$ cat src/rtl/setup_reg_frame_if.sv
// Serial setup-frame bus: serial bit stream in, committed field and status out.
interface setup_reg_frame_if #(
    parameter int FIELD_W = 8
);
    logic               en_in;
    logic               serial_in;
    logic               frame_rst_in;
    logic [FIELD_W-1:0] parallel_out;
    logic               valid_out;
    logic               busy_out;
    logic               parity_err_out;

    modport master (
        output en_in, serial_in, frame_rst_in,
        input  parallel_out, valid_out, busy_out, parity_err_out
    );

    modport slave (
        input  en_in, serial_in, frame_rst_in,
        output parallel_out, valid_out, busy_out, parity_err_out
    );
endinterface

$ cat src/rtl/setup_reg_frame.sv
// Serial-in/parallel-out setup register committing one field per complete frame.
// Optional even-parity check on the last frame bit when SETUP_PARITY_EN is defined.
module setup_reg_frame #(
    parameter int FRAME_LEN = 32,
    parameter int FIELD_W   = 8,
    parameter int FIELD_LSB = 23
) (
    input  logic                clk_in,
    input  logic                rst_n_in,
    setup_reg_frame_if.slave    bus
);
    localparam int                CNT_W = $clog2(FRAME_LEN);
    localparam logic [CNT_W-1:0]  LAST  = CNT_W'(FRAME_LEN - 1);

    logic [CNT_W-1:0]   cnt_p0;
    logic [FIELD_W-1:0] shadow_p0;
    logic [FIELD_W-1:0] shadow_nxt;
    logic               parity_ok;
    logic [FIELD_W-1:0] field_p1;
    logic               vld_p1;
    logic               perr_p1;

    // Shadow with the current bit merged in, so the final bit can be committed directly.
    always_comb begin
        shadow_nxt = shadow_p0;
        if (bus.en_in) begin
            for (int i = 0; i < FIELD_W; i++) begin
                if (int'(cnt_p0) == FIELD_LSB + i) shadow_nxt[i] = bus.serial_in;
            end
        end
    end

`ifdef SETUP_PARITY_EN
    assign parity_ok = ~(^{shadow_nxt, bus.serial_in});
`else
    assign parity_ok = 1'b1;
`endif

    // Stage p0 -> p1: bit capture, frame end commit or reject
    always_ff @(posedge clk_in or negedge rst_n_in) begin
        if (!rst_n_in) begin
            cnt_p0    <= '0;
            shadow_p0 <= '0;
            field_p1  <= '0;
            vld_p1    <= 1'b0;
            perr_p1   <= 1'b0;
        end else begin
            vld_p1  <= 1'b0;
            perr_p1 <= 1'b0;
            if (bus.frame_rst_in) begin
                cnt_p0    <= '0;
                shadow_p0 <= '0;
            end else if (bus.en_in) begin
                if (cnt_p0 == LAST) begin
                    cnt_p0    <= '0;
                    shadow_p0 <= '0;
                    if (parity_ok) begin
                        field_p1 <= shadow_nxt;
                        vld_p1   <= 1'b1;
                    end else begin
                        perr_p1  <= 1'b1;
                    end
                end else begin
                    cnt_p0    <= cnt_p0 + 1'b1;
                    shadow_p0 <= shadow_nxt;
                end
            end
        end
    end

    assign bus.parallel_out   = field_p1;
    assign bus.valid_out      = vld_p1;
    assign bus.busy_out       = (cnt_p0 != '0);
    assign bus.parity_err_out = perr_p1;
endmodule
$ cat src/flat_wrapper.sv
// flat-port wrapper written by rule: the top's interface ports become plain ports
module setup_reg_frame_flat 
#(
    parameter int FRAME_LEN = 32,
    parameter int FIELD_W   = 8,
    parameter int FIELD_LSB = 23
)
  (clk_in, rst_n_in, bus_en_in, bus_serial_in, bus_frame_rst_in, bus_parallel_out, bus_valid_out, bus_busy_out, bus_parity_err_out);
  setup_reg_frame_if #(.FIELD_W(FIELD_W)) bus_i ();
  input  logic clk_in;
  input  logic rst_n_in;
  input wire logic [$bits(bus_i.en_in)-1:0] bus_en_in;
  input wire logic [$bits(bus_i.serial_in)-1:0] bus_serial_in;
  input wire logic [$bits(bus_i.frame_rst_in)-1:0] bus_frame_rst_in;
  output wire logic [$bits(bus_i.parallel_out)-1:0] bus_parallel_out;
  output wire logic [$bits(bus_i.valid_out)-1:0] bus_valid_out;
  output wire logic [$bits(bus_i.busy_out)-1:0] bus_busy_out;
  output wire logic [$bits(bus_i.parity_err_out)-1:0] bus_parity_err_out;
  assign bus_i.en_in = bus_en_in;
  assign bus_i.serial_in = bus_serial_in;
  assign bus_i.frame_rst_in = bus_frame_rst_in;
  assign bus_parallel_out = bus_i.parallel_out;
  assign bus_valid_out = bus_i.valid_out;
  assign bus_busy_out = bus_i.busy_out;
  assign bus_parity_err_out = bus_i.parity_err_out;
  setup_reg_frame #(.FRAME_LEN(FRAME_LEN), .FIELD_W(FIELD_W), .FIELD_LSB(FIELD_LSB)) u_core (.clk_in(clk_in), .rst_n_in(rst_n_in), .bus(bus_i));
endmodule
$ cat config.mk
export PLATFORM = sky130hd
export DESIGN_NAME = setup_reg_frame_flat
export DESIGN_NICKNAME = d
export VERILOG_FILES = /design/src/rtl/setup_reg_frame_if.sv /design/src/rtl/setup_reg_frame.sv /design/src/flat_wrapper.sv
export SDC_FILE = /design/constraint.sdc
export NUM_CORES = 1
export LEC_CHECK = 0
export CAP_MARGIN = 20
export CORE_UTILIZATION = 36
export CTS_BUF_LIST = sky130_fd_sc_hd__clkbuf_8
export CTS_CLUSTER_DIAMETER = 60
export CTS_CLUSTER_SIZE = 10
export DETAILED_ROUTE_END_ITERATION = 8
export PLACE_DENSITY = 0.58
export SLEW_MARGIN = 0
export SYNTH_ARGS = -nofsm -noshare
export SYNTH_HDL_FRONTEND = slang
export SYNTH_SLANG_ARGS = --single-unit
$ cat constraint.sdc
create_clock -name clk_in -period 2 [get_ports clk_in]
set_input_delay 0.2 -clock clk_in [delete_from_list [all_inputs] [get_ports clk_in]]
set_output_delay 0.2 -clock clk_in [all_outputs]
set_load 0.02 [all_outputs]
# Yosys cells after proc, flatten, opt, wreduce, memory -nomap -nowiden
# Index checks and enable logic that the tools add are counted.
[op_classes]
n_addsub = 1
n_eq_ne = 9
muxes = 17
bitwise_logic = 1
reduce_logical = 3
[ops]
columns = ["operator", "n"]
rows = [
  ["two-way mux 8 bit", 3],
  ["equality test 5 x 4 -> 1 bit, second input constant", 4],
  ["two-way mux 5 bit", 3],
  ["two-way mux 1 bit", 11],
  ["equality test 5 x 3 -> 1 bit, second input constant", 2],
  ["equality test 5 bit, second input constant", 2],
  ["adder 5 x 1 -> 5 bit, second input constant", 1],
  ["equality test 5 x 2 -> 1 bit, second input constant", 1],
  ["nonzero test 5 bit", 1],
  ["AND reduction 3 bit", 1],
  ["nonzero test 2 bit", 1],
  ["inverter 1 bit", 1],
]
[word_totals]
reg_bits = 22
inputBits = 5
out_inout_bits = 11
wordCells = 35

# Logic depth before layout (Yosys ltp)
# Gate-level depths: netlist of the first run.
[logic_depth]
depth_word = 5
depth_mapped = 7
mapped_depth_nobuf = 6

# Worst setup path before layout of the first run
# OpenSTA, ideal clock, no wires.
[synth_path]
path_type = "register to register"
from = "register u_core.cnt_p0[0]"
to = "register u_core.shadow_p0[3]"
setup_time_ns = 0.082
arrival_time_ns = 1.675
required_time_ns = 1.918
setup_slack_ns = 0.242
path_stages_with_launch = 7
path_buffers = 0
period_less_slack_ns = 1.758
path_cell_list = "dfrtp_1 > ha_1 > and3_1 > ha_1 > nand3b_1 > or2_0 > a31oi_1"
[synth_between]
elab_chain_len = 5
elab_cells_between_ends = 6
cone_classes = "2 x eq/ne; 4 x mux"
[synth_rtl]
columns = ["item", "line", "rtl"]
rows = [
  ["start: declaration", "setup_reg_frame.sv:15", "logic [CNT_W-1:0] cnt_p0;"],
  ["start signal: assignment", "setup_reg_frame.sv:64", "cnt_p0 <= cnt_p0 + 1'b1;"],
  ["equality test 5 x 4 -> 1 bit", "setup_reg_frame.sv:28", "if (int'(cnt_p0) == FIELD_LSB + i) shadow_nxt[i] = bus.serial_in;"],
  ["two-way mux 1 bit", "setup_reg_frame.sv:28", ""],
  ["two-way mux 8 bit *", "setup_reg_frame.sv:54", "if (cnt_p0 == LAST) begin"],
  ["two-way mux 8 bit *", "setup_reg_frame.sv:53", "end else if (bus.en_in) begin"],
  ["two-way mux 8 bit *", "setup_reg_frame.sv:50", "if (bus.frame_rst_in) begin"],
  ["end signal: assignment", "setup_reg_frame.sv:65", "shadow_p0 <= shadow_nxt;"],
  ["end: declaration", "setup_reg_frame.sv:16", "logic [FIELD_W-1:0] shadow_p0;"],
]
# Every way passes the cells marked *; elsewhere a longest branch is shown, timed or not. The select of a mux whose other input is x is not followed.
# A chain may end at the register's enable or synchronous reset.

# Final worst setup path of the first run
[layout_path]
from = "register u_core.cnt_p0[0]"
to = "output port bus_busy_out"
[layout_between]
elab_chain_len = 1
[layout_rtl]
columns = ["item", "line", "rtl"]
rows = [
  ["nonzero test 5 bit", "setup_reg_frame.sv:73", "assign bus.busy_out = (cnt_p0 != '0);"],
  ["end: declaration", "flat_wrapper.sv:17", "output wire logic [$bits(bus_i.busy_out)-1:0] bus_busy_out;"],
]
# Every way passes these cells.

==> impl_results.md, run 1 <==
- Critical path fanouts, max: 7
- Met1 Routed Length: 1.272 mm
- Max Clock Skew: 4.161 ps
- CP endpoint kind: output port
- Synth cell types: 27
- Worst min path class: primary input to async pin
- FF-to-FF setup slack: 150 ps
- Total routed wirelength: 2.573 mm
- Synthesized cell area: 1242 µm²
- Die Area: 3690 µm²
- Dpl cell area: 1454 µm²
- Via count: 990
- Critical R2R Capture: u_core.shadow_p0[2]$_DFFE_PN0P_
- Final worst slack: 97.18 ps
- I/O Buffers: 14
- WL/cell: 13.61 µm
- Vias in the first global route: 982
- Syn avg cell area: 9.861 µm²
- Final antenna diode count: 0
- Via density: 5.238
- Worst path cell trace: inv_1, ha_1, or4b_1, clkdlybuf4s15_1
- Initial Utilization: 39.40%
- Tot GR Track Use: 16.58%
- Most common cell after layout, fill and taps aside: dfrtp_1
- Area growth from synthesis to layout: 21.85%
- Post-DP HPWL: 1.850 mm
- Chip Width: 60.75 µm
- Drt first-iter violations: 10
- Fin cells: 189
- Slew Viols, Final: 0
- GRT Residual Overflow: 0
- Slowest CP cell: dfrtp_2
- Core area: 3153 µm²
- Outcome: finished clean
- Cell row count: 20
- Largest net degree at the start of global routing: 23
- RSZ-0062 raised after global routing: false
- Synth warn: 0
- Final GP Congestion: 0.8475
- Metal2 WL: 1.180 mm
- Nets: 157
- Power Total: 0.8488 mW
- Skew-Pair Late Insertion Delay: 260 ps
- Final worst path period share: 95.14%
- WP data required: 1800 ps
- Setup TNS: 0 ps
- Period minus WS final: 1903 ps
- Clk Tree Root Cell: clkbuf_8
- Final Hold Vio Count: 0
- Fin util: 48.02%
- Residual DRC: 0
- Drt pass-1 iters: 7
- Slowest stage delay, CP: 450 ps
- Max VDD drop: 0.2844 mV
- CTS tree: built
- # H-tree levels: 1
- Worst Setup Start Kind: flip-flop
- Min Hold Slack: 301.6 ps
- Most frequent cells in the layout: 20 x dfrtp_1, 14 x nand2_1, 13 x o21ai_0, 13 x clkdlybuf4s50_1
- Reg clk slew, reported paths: 80 ps
- Post-Place Setup Slack: 99.31 ps
- Dpl cells: 185
- Met3 wire len: 83 µm
- CTS sink cnt: 22
- FF+latch count, synth: 22
- Hold_buf cts: 0
- Syn nets: 137
- Total setup buffers inserted after CTS: 0
- Initial antenna violation count: 0
- Deepest clock path buffer count: 2
- Top layer used by detailed routing: met4
- Sequential-to-total area share from yosys stat: 44.31%
- Post-route ant nets: 0
- CTS Buf Count: 3
- WP data arrival: 1700 ps
- Chip Height: 60.75 µm
- Max Cap Viol: 0
- Critical R2R Launch: u_core.cnt_p0[0]$_DFFE_PN0P_
- Syn Inst Count: 126
- FF-to-FF path depth: 6
- Power Dens Cells: 560.6 nW/µm²
- Leakage Power: 0.6910 nW
- Setup CP Type: flip-flop to output port
- First-pass GRT wire length: 4.512 mm
- I/O pin total: 16
- Fmax achieved: 525.5 MHz
- Final instance area: 1514 µm²
- Post-CTS sizing: 1
- Share of cells above drive strength 1: 13.10%
- Final Setup Violations: 0
critical path, delay by kind of cell (launching register included):
| family | cells | cell delay (ps) |
|---|---|---|
| adders and majority gates | 1 | 160 |
| buffers and inverters | 2 | 390 |
| DFF | 1 | 450 |
| and+or+nand+nor | 1 | 440 |
synth_stat cells:
master | number | area [µm²]
a21oi_1 | 6 | 30.03
a31oi_1 | 6 | 37.54
a41oi_1 | 3 | 26.28
and3_1 | 1 | 6.260
buf_2 | 2 | 10.01
buf_4 | 4 | 30.03
buf_6 | 1 | 11.26
clkbuf_1 | 2 | 7.510
conb_1 | 1 | 3.750
dfrtp_1 | 22 | 550.5
ha_1 | 6 | 75.07
inv_1 | 3 | 11.26
inv_2 | 1 | 3.750
mux2i_1 | 10 | 100.1
nand2_1 | 14 | 52.55
nand3_1 | 1 | 5.000
nand3b_1 | 7 | 52.55
nand4_1 | 3 | 18.77
nand4b_1 | 4 | 35.03
nand4b_2 | 1 | 15.01
nor2_1 | 3 | 11.26
nor4bb_1 | 1 | 10.01
o21ai_0 | 13 | 65.06
or2_0 | 8 | 50.05
or3_1 | 1 | 6.260
or4_1 | 1 | 7.510
or4b_1 | 1 | 10.01
cell families after synthesis:
logic type,after synthesis,synth area share [%]
AOI/OAI and AO/OA,28,12.79
adders and majority gates,6,6.042
buffers and inverters,13,5.942
DFF,22,44.31
muxes,10,8.057
other,1,0.3018
and+or+nand+nor,46,22.56
flip-flops by register name, summed over array words and instances, names as in the netlist:
name and count:
u_core.bus.parallel_out 8, u_core.bus.valid_out 1, u_core.cnt_p0 5, u_core.shadow_p0 8
how the worst max path moves through the flow:
| stage | startpoint | slack [ps] | endpoint | depth (start not counted) |
|---|---|---|---|---|
| floorplan | u_core.cnt_p0[0]$_DFFE_PN0P_ | 240 | u_core.shadow_p0[3]$_DFFE_PN0P_ | 6 |
| global placement | u_core.cnt_p0[0]$_DFFE_PN0P_ | 130 | bus_busy_out | 4 |
| detailed placement | u_core.cnt_p0[0]$_DFFE_PN0P_ | 100 | u_core.shadow_p0[2]$_DFFE_PN0P_ | 6 |
| CTS | u_core.cnt_p0[0]$_DFFE_PN0P_ | 30 | bus_busy_out | 4 |
| global route | u_core.cnt_p0[0]$_DFFE_PN0P_ | 8 | u_core.shadow_p0[2]$_DFFE_PN0P_ | 6 |
| finish | u_core.cnt_p0[0]$_DFFE_PN0P_ | 100 | bus_busy_out | 4 |
cell type report:
| class | count | area, µm² |
|---|---|---|
| sequential | 22 | 553.0 |
| clock buffer | 4 | 55.05 |
| timing repair buffer | 24 | 215.2 |
| tap | 44 | 55.05 |
| multi-input combinational | 91 | 620.6 |
| inverter | 4 | 15.01 |
| fill | 321 | 1639 |
report_power, final:
part / leakage (nW) / switching (mW) / internal [mW]
registers: 0.303 / 0.00544 / 0.448
clock network: 0.0288 / 0.147 / 0.176
logic: 0.359 / 0.0430 / 0.0297
metal layers:
| layer | vias up | GRT usage, % |
|---|---|---|
| li1 | 488 | - |
| met1 | 473 | 22.06 |
| met2 | 23 | 27.47 |
| met3 | 6 | 2.559 |
| met4 | 0 | 5.844 |
| met5 | - | 0 |
(Power assumes the default switching activity.)
==> run 2: changes to the inputs <==
--- a/config.mk
+++ b/config.mk
@@ -11,7 +11,7 @@
 export CTS_CLUSTER_DIAMETER = 60
 export CTS_CLUSTER_SIZE = 10
 export DETAILED_ROUTE_END_ITERATION = 8
-export PLACE_DENSITY = 0.58
+export PLACE_DENSITY = 0.57
 export SLEW_MARGIN = 0
 export SYNTH_ARGS = -nofsm -noshare
 export SYNTH_HDL_FRONTEND = slang
==> impl_results.md, run 2 (same netlist as run 1, synthesis figures left out) <==
- WL/cell: 13.31 µm (-2.3%)
- Setup crit start: u_core.cnt_p0[0]$_DFFE_PN0P_
- Final Setup Violations: 0 (unchanged)
- CTS Buf Count: 3 (unchanged)
- Vias in the first global route: 954 (-2.9%)
- Worst Setup Start Kind: flip-flop
- Final antenna diode count: 0 (unchanged)
- Chip Height: 60.75 µm (unchanged)
- Drt pass-1 iters: 4 (-3)
- Die Area: 3690 µm² (unchanged)
- Residual DRC: 0 (unchanged)
- Critical path fanouts, max: 7 (unchanged)
- Dpl cell area: 1454 µm² (unchanged)
- I/O pin total: 16 (unchanged)
- Final Hold Vio Count: 0 (unchanged)
- Worst min path class: primary input to async pin
- Outcome: finished clean
- Leakage Power: 0.6935 nW (+0.37%)
- Via density: 5.196 (-0.81%)
- Hold_buf cts: 0 (unchanged)
- WP data arrival: 1690 ps (about the same)
- GRT Residual Overflow: 0 (unchanged)
- # H-tree levels: 1 (unchanged)
- Power Dens Cells: 561.1 nW/µm² (about the same)
- Setup TNS: 0 ps (unchanged)
- Nets: 157 (unchanged)
- Final worst slack: 105.7 ps (+8.521 ps)
- Area growth from synthesis to layout: 21.65%
- Chip Width: 60.75 µm (unchanged)
- CTS tree: built
- Most common cell after layout, fill and taps aside: dfrtp_1
- Skew-Pair Late Insertion Delay: 260 ps (about the same)
- Most frequent cells in the layout: 20 x dfrtp_1, 14 x nand2_1, 13 x o21ai_0, 13 x clkdlybuf4s50_1
- I/O Buffers: 14 (unchanged)
- Post-DP HPWL: 1.859 mm (+0.48%)
- CP endpoint kind: output port
- Initial Utilization: 39.40% (unchanged)
- WP data required: 1800 ps (about the same)
- Slew Viols, Final: 0 (unchanged)
- Final instance area: 1511 µm² (-0.17%)
- Max Clock Skew: 2.566 ps (-1.595 ps)
- Critical R2R Launch: u_core.cnt_p0[0]$_DFFE_PN0P_
- Drt first-iter violations: 19 (+9)
- Total routed wirelength: 2.515 mm (-2.3%)
- Deepest clock path buffer count: 2 (unchanged)
- Reg clk slew, reported paths: 80 ps (about the same)
- Share of cells above drive strength 1: 12.41% (-0.69 points)
- Clk Tree Root Cell: clkbuf_8
- First-pass GRT wire length: 4.312 mm (-4.4%)
- Post-route ant nets: 0 (unchanged)
- Post-Place Setup Slack: 116.7 ps (+17.39 ps)
- Via count: 982 (-0.81%)
- Core area: 3153 µm² (unchanged)
- RSZ-0062 raised after global routing: false
- Largest net degree at the start of global routing: 23 (unchanged)
- Setup CP Type: flip-flop to output port
- Fmax achieved: 527.9 MHz (+0.45%)
- Final worst path period share: 94.71% (-0.43 points)
- Fillers: 319 (-0.62%)
- CTS sink cnt: 22 (unchanged)
- Min Hold Slack: 294.2 ps (-7.344 ps)
- Initial antenna violation count: 0 (unchanged)
- Cell row count: 20 (unchanged)
- Max VDD drop: 0.3536 mV (+24%)
- Max Cap Viol: 0 (unchanged)
- Final GP Congestion: 0.7711 (-9.0%)
- Tot GR Track Use: 15.67% (-0.90 points)
- Period minus WS final: 1894 ps (-8.521 ps)
run 2: worst paths after layout:
| path | endpoint | slack [ps] | depth (start not counted) |
|---|---|---|---|
| min | u_core.bus.parallel_out[4]$_DFFE_PN0P_ | 290 | 2 |
| max in group asynchronous | u_core.cnt_p0[1]$_DFFE_PN0P_ | 1460 | 2 |
| max reg2reg | u_core.cnt_p0[3]$_DFFE_PN0P_ | 150 | 5 |
| max | bus_busy_out | 110 | 4 |
| min reg2reg | u_core.bus.parallel_out[4]$_DFFE_PN0P_ | 480 | 2 |
| min in group clk_in | u_core.bus.parallel_out[4]$_DFFE_PN0P_ | 480 | 2 |
run 2: timing repair:
item                       CTS  global route
hold endpoints to repair     0             0
gates cloned                 0             0
pin swaps                    0             0
resized for setup            1             3
setup endpoints to repair    1             3
setup buffers                0             0
run 2: report_power, final:
group / switching [mW] / leakage [nW] / internal [mW] / total [mW]
combinational: 0.0423 / 0.362 / 0.0297 / 0.0720
sequential: 0.00489 / 0.303 / 0.448 / 0.453
clock: 0.148 / 0.0288 / 0.175 / 0.323
run 2: per-layer routing:
layer / global-route usage [%] / wire, µm / vias to the layer above
li1: - / - / 486
met1: 20.16 / 1219 / 480
met2: 27.32 / 1200 / 14
met3: 2.772 / 78 / 2
met4: 3.896 / 17 / 0
met5: 0 / 0 / -
run 2: stage by stage:
step	cells	total power, mW	util (%)
detailed placement	185	0.5361	46.11
global placement	185	0.5346	46.11
global route	189	0.8718	47.94
CTS	189	0.8510	47.82
finish	189	0.8481	47.94
floorplan	126	0.4986	-
run 2: cell type report:
cell class                      count  area (µm²)  area share [%]
Clock buffer                        4       55.05           3.642
Multi-Input combinational cell     91       618.1           40.89
Timing Repair Buffer               24       215.2           14.24
Sequential cell                    22       553.0           36.59
Tap cell                           44       55.05           3.642
Inverter                            4       15.01          0.9934
run 2: critical path: stages (launching register included):
cell             delay (ps)
dfrtp_2                 450
inv_1                    90
ha_1                    160
or4b_1                  440
clkdlybuf4s15_1         300
==> run 3: changes to the inputs <==
--- a/config.mk
+++ b/config.mk
@@ -5,12 +5,14 @@
 export SDC_FILE = /design/constraint.sdc
 export NUM_CORES = 1
 export LEC_CHECK = 0
+export ABC_CLOCK_PERIOD_IN_PS = 2000
 export CAP_MARGIN = 20
 export CORE_UTILIZATION = 36
 export CTS_BUF_LIST = sky130_fd_sc_hd__clkbuf_8
 export CTS_CLUSTER_DIAMETER = 60
 export CTS_CLUSTER_SIZE = 10
 export DETAILED_ROUTE_END_ITERATION = 8
+export HOLD_SLACK_MARGIN = 0.08
 export PLACE_DENSITY = 0.57
 export SLEW_MARGIN = 0
 export SYNTH_ARGS = -nofsm -noshare
==> results of run 3 <==
Same layout as run 2: the final DEF is identical, and so are final timing and power.
